[config.mk]
export PLATFORM = sky130hd
export DESIGN_NAME = add_round_key_seq
export DESIGN_NICKNAME = d
export VERILOG_FILES = /design/src/rtl/add_round_key_seq.sv
export SDC_FILE = /design/constraint.sdc
export NUM_CORES = 1
export LEC_CHECK = 0
export CORE_UTILIZATION = 45
export DETAILED_ROUTE_END_ITERATION = 8
export PLACE_DENSITY = 0.76
export SLEW_MARGIN = 20
export SYNTH_ARGS = -nofsm -noshare
export SYNTH_HDL_FRONTEND = slang
export SYNTH_SLANG_ARGS = --single-unit
export TNS_END_PERCENT = 50
[constraint.sdc]
create_clock -name i_clk -period 1.6 [get_ports i_clk]
set_clock_uncertainty 0.15 [all_clocks]
set_input_delay 0.24 -clock i_clk [delete_from_list [all_inputs] [get_ports i_clk]]
set_output_delay 0.24 -clock i_clk [all_outputs]
set_load 0.005 [all_outputs]
[src/rtl/add_round_key_seq.sv]
// -----------------------------------------------------------------------------
// add_round_key_seq
//
// Multi-cycle AES AddRoundKey engine. A full state block and its round key are
// captured in one handshake. The engine then XORs them LANE_BYTES bytes per
// clock into a result register. The finished block is presented behind a
// valid/ready handshake. Narrow lanes trade throughput for a smaller XOR array.
//
// Byte order: byte 0 is the most significant byte, [8*BLOCK_BYTES-1 -: 8].
// Lane k covers bytes k*LANE_BYTES .. k*LANE_BYTES+LANE_BYTES-1.
//
// Parameters:
//   LANE_BYTES   bytes XORed per clock. Legal values: 1, 2, 4, 8, 16.
//   BLOCK_BYTES  bytes per block. Must be a multiple of LANE_BYTES.
//
// Ports:
//   i_clk       clock, rising edge
//   i_rstN      asynchronous active-low reset
//   i_clear     synchronous abort, active high; wins over both handshakes
//   i_inValid   state/key presented by the source
//   o_inReady   engine idle and able to accept a block
//   i_state     state block
//   i_key       round key, same byte order as i_state
//   o_outValid  result valid; held until i_outReady
//   i_outReady  downstream accepts the result
//   o_data      state XOR key; keeps the last result while idle
//   o_busy      high in RUN or DONE
//   o_parity    (ADD_ROUND_KEY_PARITY_EN only) even parity per result byte;
//               bit b belongs to byte b
//
// Optional feature macro: ADD_ROUND_KEY_PARITY_EN adds o_parity.
// -----------------------------------------------------------------------------
module add_round_key_seq #(
    parameter int LANE_BYTES  = 4,
    parameter int BLOCK_BYTES = 16
) (
    input  logic                     i_clk,
    input  logic                     i_rstN,
    input  logic                     i_clear,
    input  logic                     i_inValid,
    output logic                     o_inReady,
    input  logic [8*BLOCK_BYTES-1:0] i_state,
    input  logic [8*BLOCK_BYTES-1:0] i_key,
    output logic                     o_outValid,
    input  logic                     i_outReady,
    output logic [8*BLOCK_BYTES-1:0] o_data,
`ifdef ADD_ROUND_KEY_PARITY_EN
    output logic                     o_busy,
    output logic [BLOCK_BYTES-1:0]   o_parity
`else
    output logic                     o_busy
`endif
);

    // -------------------------------------------------------------------------
    // Derived sizes
    // -------------------------------------------------------------------------
    localparam int BLOCK_W = 8 * BLOCK_BYTES;
    localparam int LANE_W  = 8 * LANE_BYTES;
    localparam int N_LANES = BLOCK_BYTES / LANE_BYTES;
    // The lane counter keeps at least one bit, so a single-lane build still has
    // a well-formed counter that simply never leaves 0.
    localparam int CNT_W   = (N_LANES > 1) ? $clog2(N_LANES) : 1;

    localparam logic [CNT_W-1:0] CNT_LAST = CNT_W'(N_LANES - 1);
    localparam logic [CNT_W-1:0] CNT_ONE  = CNT_W'(1);

    // -------------------------------------------------------------------------
    // Elaboration-time parameter checks
    // -------------------------------------------------------------------------
    generate
        if (!(LANE_BYTES == 1 || LANE_BYTES == 2 || LANE_BYTES == 4 ||
              LANE_BYTES == 8 || LANE_BYTES == 16)) begin : g_bad_lane
            $error("add_round_key_seq: LANE_BYTES must be 1, 2, 4, 8 or 16");
        end
        if ((BLOCK_BYTES % LANE_BYTES) != 0) begin : g_bad_block
            $error("add_round_key_seq: BLOCK_BYTES must be a multiple of LANE_BYTES");
        end
    endgenerate

    // -------------------------------------------------------------------------
    // FSM encoding
    // -------------------------------------------------------------------------
    localparam logic [1:0] S_IDLE = 2'd0;
    localparam logic [1:0] S_RUN  = 2'd1;
    localparam logic [1:0] S_DONE = 2'd2;

    // -------------------------------------------------------------------------
    // State
    // -------------------------------------------------------------------------
    logic [1:0]         fsm_q;
    logic [CNT_W-1:0]   cnt_q;
    logic [BLOCK_W-1:0] cap_state_q;
    logic [BLOCK_W-1:0] cap_key_q;
    logic [BLOCK_W-1:0] result_q;
    logic [BLOCK_W-1:0] lane_result;
`ifdef ADD_ROUND_KEY_PARITY_EN
    logic [BLOCK_BYTES-1:0] parity_q;
    logic [BLOCK_BYTES-1:0] lane_parity;
`endif

    // -------------------------------------------------------------------------
    // Lane datapath: the result register with the lane selected by cnt_q
    // replaced by the XOR of the captured state and key for that lane.
    // -------------------------------------------------------------------------
    always_comb begin
        // NOTE: default every always_comb output first so no path can infer a latch.
        lane_result = result_q;
        for (int l = 0; l < N_LANES; l++) begin
            if (cnt_q == CNT_W'(l)) begin
                lane_result[BLOCK_W - (l + 1) * LANE_W +: LANE_W] =
                    cap_state_q[BLOCK_W - (l + 1) * LANE_W +: LANE_W] ^
                    cap_key_q[BLOCK_W - (l + 1) * LANE_W +: LANE_W];
            end
        end
    end

`ifdef ADD_ROUND_KEY_PARITY_EN
    // Parity of each byte in the current lane, taken from the freshly XORed
    // bytes so it is registered in the same edge as the data it describes.
    always_comb begin
        lane_parity = parity_q;
        for (int b = 0; b < BLOCK_BYTES; b++) begin
            if (cnt_q == CNT_W'(b / LANE_BYTES)) begin
                lane_parity[b] = ^lane_result[BLOCK_W - 8 * (b + 1) +: 8];
            end
        end
    end
`endif

    // -------------------------------------------------------------------------
    // Control and registers
    // -------------------------------------------------------------------------
    always_ff @(posedge i_clk or negedge i_rstN) begin
        if (!i_rstN) begin
            // NOTE: the wide capture/result registers are reset on purpose so that
            // no earlier block is visible after reset.
            fsm_q       <= S_IDLE;
            cnt_q       <= '0;
            cap_state_q <= '0;
            cap_key_q   <= '0;
            result_q    <= '0;
`ifdef ADD_ROUND_KEY_PARITY_EN
            parity_q    <= '0;
`endif
        end else if (i_clear) begin
            // Abort wins over both an input accept and an output handshake.
            fsm_q       <= S_IDLE;
            cnt_q       <= '0;
            cap_state_q <= '0;
            cap_key_q   <= '0;
            result_q    <= '0;
`ifdef ADD_ROUND_KEY_PARITY_EN
            parity_q    <= '0;
`endif
        end else begin
            // NOTE: sequential state uses non-blocking assignments so every register
            // samples the pre-edge values.
            case (fsm_q)
                S_IDLE: begin
                    if (i_inValid) begin
                        cap_state_q <= i_state;
                        cap_key_q   <= i_key;
                        result_q    <= '0;
`ifdef ADD_ROUND_KEY_PARITY_EN
                        parity_q    <= '0;
`endif
                        cnt_q       <= '0;
                        fsm_q       <= S_RUN;
                    end
                end

                S_RUN: begin
                    result_q <= lane_result;
`ifdef ADD_ROUND_KEY_PARITY_EN
                    parity_q <= lane_parity;
`endif
                    if (cnt_q == CNT_LAST) begin
                        cnt_q <= '0;
                        fsm_q <= S_DONE;
                    end else begin
                        cnt_q <= cnt_q + CNT_ONE;
                    end
                end

                S_DONE: begin
                    // The result stays put until downstream takes it.
                    if (i_outReady) begin
                        fsm_q <= S_IDLE;
                    end
                end

                default: begin
                    fsm_q <= S_IDLE;
                    cnt_q <= '0;
                end
            endcase
        end
    end

    // -------------------------------------------------------------------------
    // Outputs. They are decoded from the registered state, so they are glitch-free
    // with respect to the inputs and return to reset values without a clock.
    // -------------------------------------------------------------------------
    assign o_inReady  = (fsm_q == S_IDLE);
    assign o_outValid = (fsm_q == S_DONE);
    assign o_busy     = (fsm_q != S_IDLE);
    assign o_data     = result_q;
`ifdef ADD_ROUND_KEY_PARITY_EN
    assign o_parity   = parity_q;
`endif

endmodule

-- After elaboration in Yosys (flattened, before gate mapping)
Cells that the tools add are included.
- flip-flop bits (word level): 388
- bits of input ports: 261
- output and inout port bits: 131
- word-level logic and storage cells: 60
- reductions and logical operators: 13
- bitwise operators: 4
- equality and inequality tests: 12
- add/subtract/negate cells: 1
- muxes and demuxes: 22
- operators by type and width (cell ; number):
    $mux 128 ; 8
    $pmux 128 s2 ; 1
    $mux 32 ; 4
    $xor 32x32->32 ; 4
    $ne 3x3->1 const B ; 5
    $reduce_and 3->1 ; 5
    $mux 2 ; 7
    $pmux 2 s3 ; 2
    $eq 2x2->1 const B ; 3
    $reduce_bool 2->1 ; 3
    $eq 2x1->1 const B ; 2
    $logic_not 2->1 ; 2
    $reduce_and 2->1 ; 2
    $ne 3x2->1 const B ; 1
    $reduce_bool 3->1 ; 1
    $add 2x1->2 const B ; 1
    $ne 2x2->1 const B ; 1

-- Logic depth before layout (Yosys ltp)
Gate-level depths: netlist (run 1).
- depth in word-level cells: 4
- mapped depth: 7
- gate-level depth less buffers: 5

-- Worst setup path after synthesis (run 1)
OpenSTA, ideal clock, no wires.
- path type: reg2reg
- from: register fsm_q[0]
- to: register result_q[100], in the netlist o_data[100]
- setup time: 0.079 ns
- stages on the path, launching flop included: 7
- path buffers: 3
- slack: -0.081 ns
- arrival: 1.451 ns
- cell sequence: dfrtp_1 > clkbuf_2 > nand2b_1 > buf_2 > a21oi_2 > buf_6 > mux2i_1
- longest elaborated chain between the ends: 3
- ends and longest elaborated chain (what ; RTL line ; text):
    start, declared ; 91 ; logic [1:0] fsm_q;
    start signal, assigned ; 138 ; fsm_q <= S_IDLE;
    start signal, assigned ; 148 ; fsm_q <= S_IDLE;
    start signal, assigned ; 169 ; fsm_q <= S_RUN;
    $eq 2x1->1 / $logic_not 2->1 (equally long branches) ; 159 ; case (fsm_q)
    $ne 3x3->1 (no line) (tied with other cells) ; -- ;
    $reduce_and 3->1 (no line) / $mux 128 (equally long branches) ; -- ;
    end signal, assigned ; 174 ; result_q <= lane_result;
    end, declared ; 95 ; logic [BLOCK_W-1:0] result_q;
Several ways; a longest one is shown, not always the timed one.
A chain may end at the register's enable or synchronous reset.

-- Worst setup path after layout (run 1)
- from: register fsm_q[0]
- to: register cap_state_q[127]
- longest elaborated chain between the ends: 3
- ends and longest elaborated chain (what ; RTL line ; text):
    $logic_not 2->1 ; 159 ;
    $reduce_bool 2->1 (no line) ; -- ;
    $reduce_and 2->1 (no line) ; -- ;
    end signal, assigned ; 162 ; cap_state_q <= i_state;
    end, declared ; 93 ; logic [BLOCK_W-1:0] cap_state_q;
No other way between the ends.

==> metrics.cfg, run 1 <==
[run_status]
outcome=finished with violations
violations=negative setup slack

[floorplanning]
die_h_um=194
rows=69
initial_utilization_pct=46.1
ioPinCount=392
dieArea_mm2=0.0376
core_mm2=0.0359
die_w_um=194

[route]
routed_wl_mm=49.4
avgRoutedWirePerCell_um=21.7
drt_first_iter_violations=544
first_pass_iters=5
drcViolationCount=0
vias=12256
antenna_left=0
avgViaCountPerCell=5.38

[cells_and_area]
final_common_cell=dfrtp_1
fillers=2566
layout_common_cells=dfrtp_1 (387), clkdlybuf4s50_1 (258), a22o_1 (256)
area_delta_synth_final_pct=46.8
finalNetCount=2043
fin_util_pct=67.7
instances_no_fill=2276
drive_gt1_share_pct=14.8

[power]
seq_power_share_pct=44.0
power.density_mw_per_mm2=995
p_leak_uw=0.0118
combPwrFrac_pct=14.4
p_sw_uw=5810
p_clk_share_pct=41.5
internal_power_uw=18400
p_sw_share_pct=24.0
peakVddDrop_v=0.000744

[global_routing]
met3_usage_pct=4.91
grt_max_degree=90
grt_pass1_vias=12773
gr-usage-met2_pct=40.0
grt_usage_pct=24.7
grt_overflow_total=0
antenna_found_initial=5
grt_busiest_layer=met2
use_met1_pct=32.1
grt_first_pass_wirelength_mm=72.9

[sta]
maxSlewViolCount=0
period_share_pct=117
slew_headroom_pct=73.4
fmax_ghz=0.535
finalSetupTns_ns=-69.01
finalCriticalPeriod_ns=1.87
rsz0062_at_grt=true
setup_ws_ns=-0.269
tightestPinTransition_ns=0.399
finalSetupViolCount=387
hold_violations=0

[synthesis]
synth-seq-cells=388
syn_inst=1291
postSynthAreaPerCell_um2=12.8
ys.warnings.count=0
syn_nets=1556
seq_area_frac_synth_pct=58.6
syn_area_mm2=0.0166
synth.distinct_cells=22

[worst_hold_path]
hold_class=in2async

[setup_path]
critical_path.max_fanout=5
worstPathRequired_ns=1.93
worstPathArrival_ns=2.20
path_class=reg2reg
start_kind=flip-flop
end_kind=flip-flop

[placed_design]
gp_congestion=0.805
io_buffers=391
dp_hpwl_mm=29.1
dp_cells=2104
pre_cts_slack_ns=-0.499

[clock_network]
cts_tree=built
path_clk_slew_ns=0.06
clk-insertion-delay-late_ns=0.55
ctsHtreeMaxLevel=2
clock_path_buffers=3
cts-root-buf=clkbuf_16
numCtsBuffers=43
clock-sinks=388

[job]
cap_violations=0

-- through the flow --
| stage | hold WS (ns) | total power (uW) | area (um2) |
|---|---|---|---|
| 2_1_floorplan | -0.206 | 12200 | 16600 |
| 3_3_place_gp | 0.00372 | 13600 | 21300 |
| 3_5_place_dp | 0.00629 | 13700 | 21300 |
| 4_1_cts | 0.0209 | 24000 | 23600 |
| 5_1_grt | 0.0418 | 25000 | 24300 |
| 6_report | 0.0219 | 24200 | 24300 |
-- final cells by class --
class                      instances  area, um2  share of cell area (%)
clock buffer                      66       1310                    5.37
sequential                       388       9710                    39.9
inverter                           6       25.0                   0.103
antenna                            5       12.5                  0.0514
tap                              461        577                    2.37
multi-input combinational        797       6300                    25.9
timing repair buffer             542       6260                    25.7
clock inverter                    11        133                   0.545
-- logic make-up (layout without fill, tap and decap cells) --
kind of cell / after synthesis / in the layout / synth area share (%)
xor gates and xnor gates: 128 / 128 / 6.76
adders and majority gates: 4 / 4 / 0.302
muxes: 128 / 128 / 7.73
DFF: 388 / 388 / 58.6
AOI/OAI and AO/OA: 265 / 265 / 14.0
other: 0 / 5 / 0
and+or+nand+nor: 272 / 272 / 8.27
buffers and inverters: 106 / 625 / 4.34
-- Yosys cell counts, drive strengths merged --
cell type	instances	share of area [%]
nor2b	2	0.075
inv	6	0.14
nor3	1	0.098
a21oi	4	0.21
a22o	256	14
a31oi	1	0.075
nor2	4	0.091
buf	82	3.8
nor3b	2	0.091
mux2i	128	7.7
nand2b	130	4.9
nand2	133	3.0
clkbuf	18	0.42
a32oi	2	0.11
o21ai	1	0.030
ha	4	0.30
a22oi	1	0.045
dfrtp	388	59
xor2	128	6.8
-- timing repair --
| action | in CTS | in global routing |
|---|---|---|
| cloned | 11 | 28 |
| hold buffers | 2 | 0 |
| hold endpoints to repair | 390 | 0 |
| setup endpoints to repair | 513 | 417 |
| setup buffers | 44 | 14 |
| pin swaps | 14 | 20 |
| gates resized for setup | 307 | 46 |
-- metal layers --
metal	vias up	wire length, um
met1	6242	20500
met4	0	1820
met2	402	24400
li1	5514	-
met3	98	2700
met5	-	0
-- power groups by stage --
stage	Combinational [uW]	Clock (uW)	Sequential, uW
6_report	3490	10100	10700
5_1_grt	3730	10600	10700
4_1_cts	3190	10200	10700
3_5_place_dp	2880	0	10800
3_3_place_gp	2820	0	10800
2_1_floorplan	1420	0	10700
-- registers in the layout (all words and copies together), names as in the netlist --
name / count
cap_key_q: 128
o_data: 128
cap_state_q: 128
cnt_q: 2
fsm_q: 2
-- critical path, stage by stage (launching register included) --
cell      delay, ns
dfrtp_2        0.41
buf_6          0.13
nand2b_4       0.17
nor3_4         0.26
buf_6          0.17
buf_12         0.15
buf_4          0.13
buf_4          0.12
a22o_1         0.11
-- worst paths after layout --
| check | startpoint | cells past startpoint | slack, ns | end |
|---|---|---|---|---|
| worst max-delay path | fsm_q[0] | 8 | -0.27 | cap_state_q[127] |
| worst max register to register | fsm_q[0] | 8 | -0.27 | cap_state_q[127] |
| max in group asynchronous | i_rstN | 3 | 0.62 | o_data[69] |
| worst min-delay path | i_rstN | 2 | 0.02 | cap_state_q[106] |
| worst min register to register | cap_state_q[2] | 1 | 0.37 | cap_state_q[2] |
| min in group i_clk | i_state[19] | 2 | 0.13 | cap_state_q[19] |
(Power assumes the default switching activity.)
==> run 2: changes to the inputs <==
--- a/config.mk
+++ b/config.mk
@@ -6,9 +6,9 @@
 export NUM_CORES = 1
 export LEC_CHECK = 0
 export CORE_UTILIZATION = 45
+export CTS_CLUSTER_DIAMETER = 120
 export DETAILED_ROUTE_END_ITERATION = 8
 export PLACE_DENSITY = 0.76
-export SLEW_MARGIN = 20
 export SYNTH_ARGS = -nofsm -noshare
 export SYNTH_HDL_FRONTEND = slang
 export SYNTH_SLANG_ARGS = --single-unit
==> results of run 2 <==
No change in the layout: final DEF, timing and power equal those of run 1.
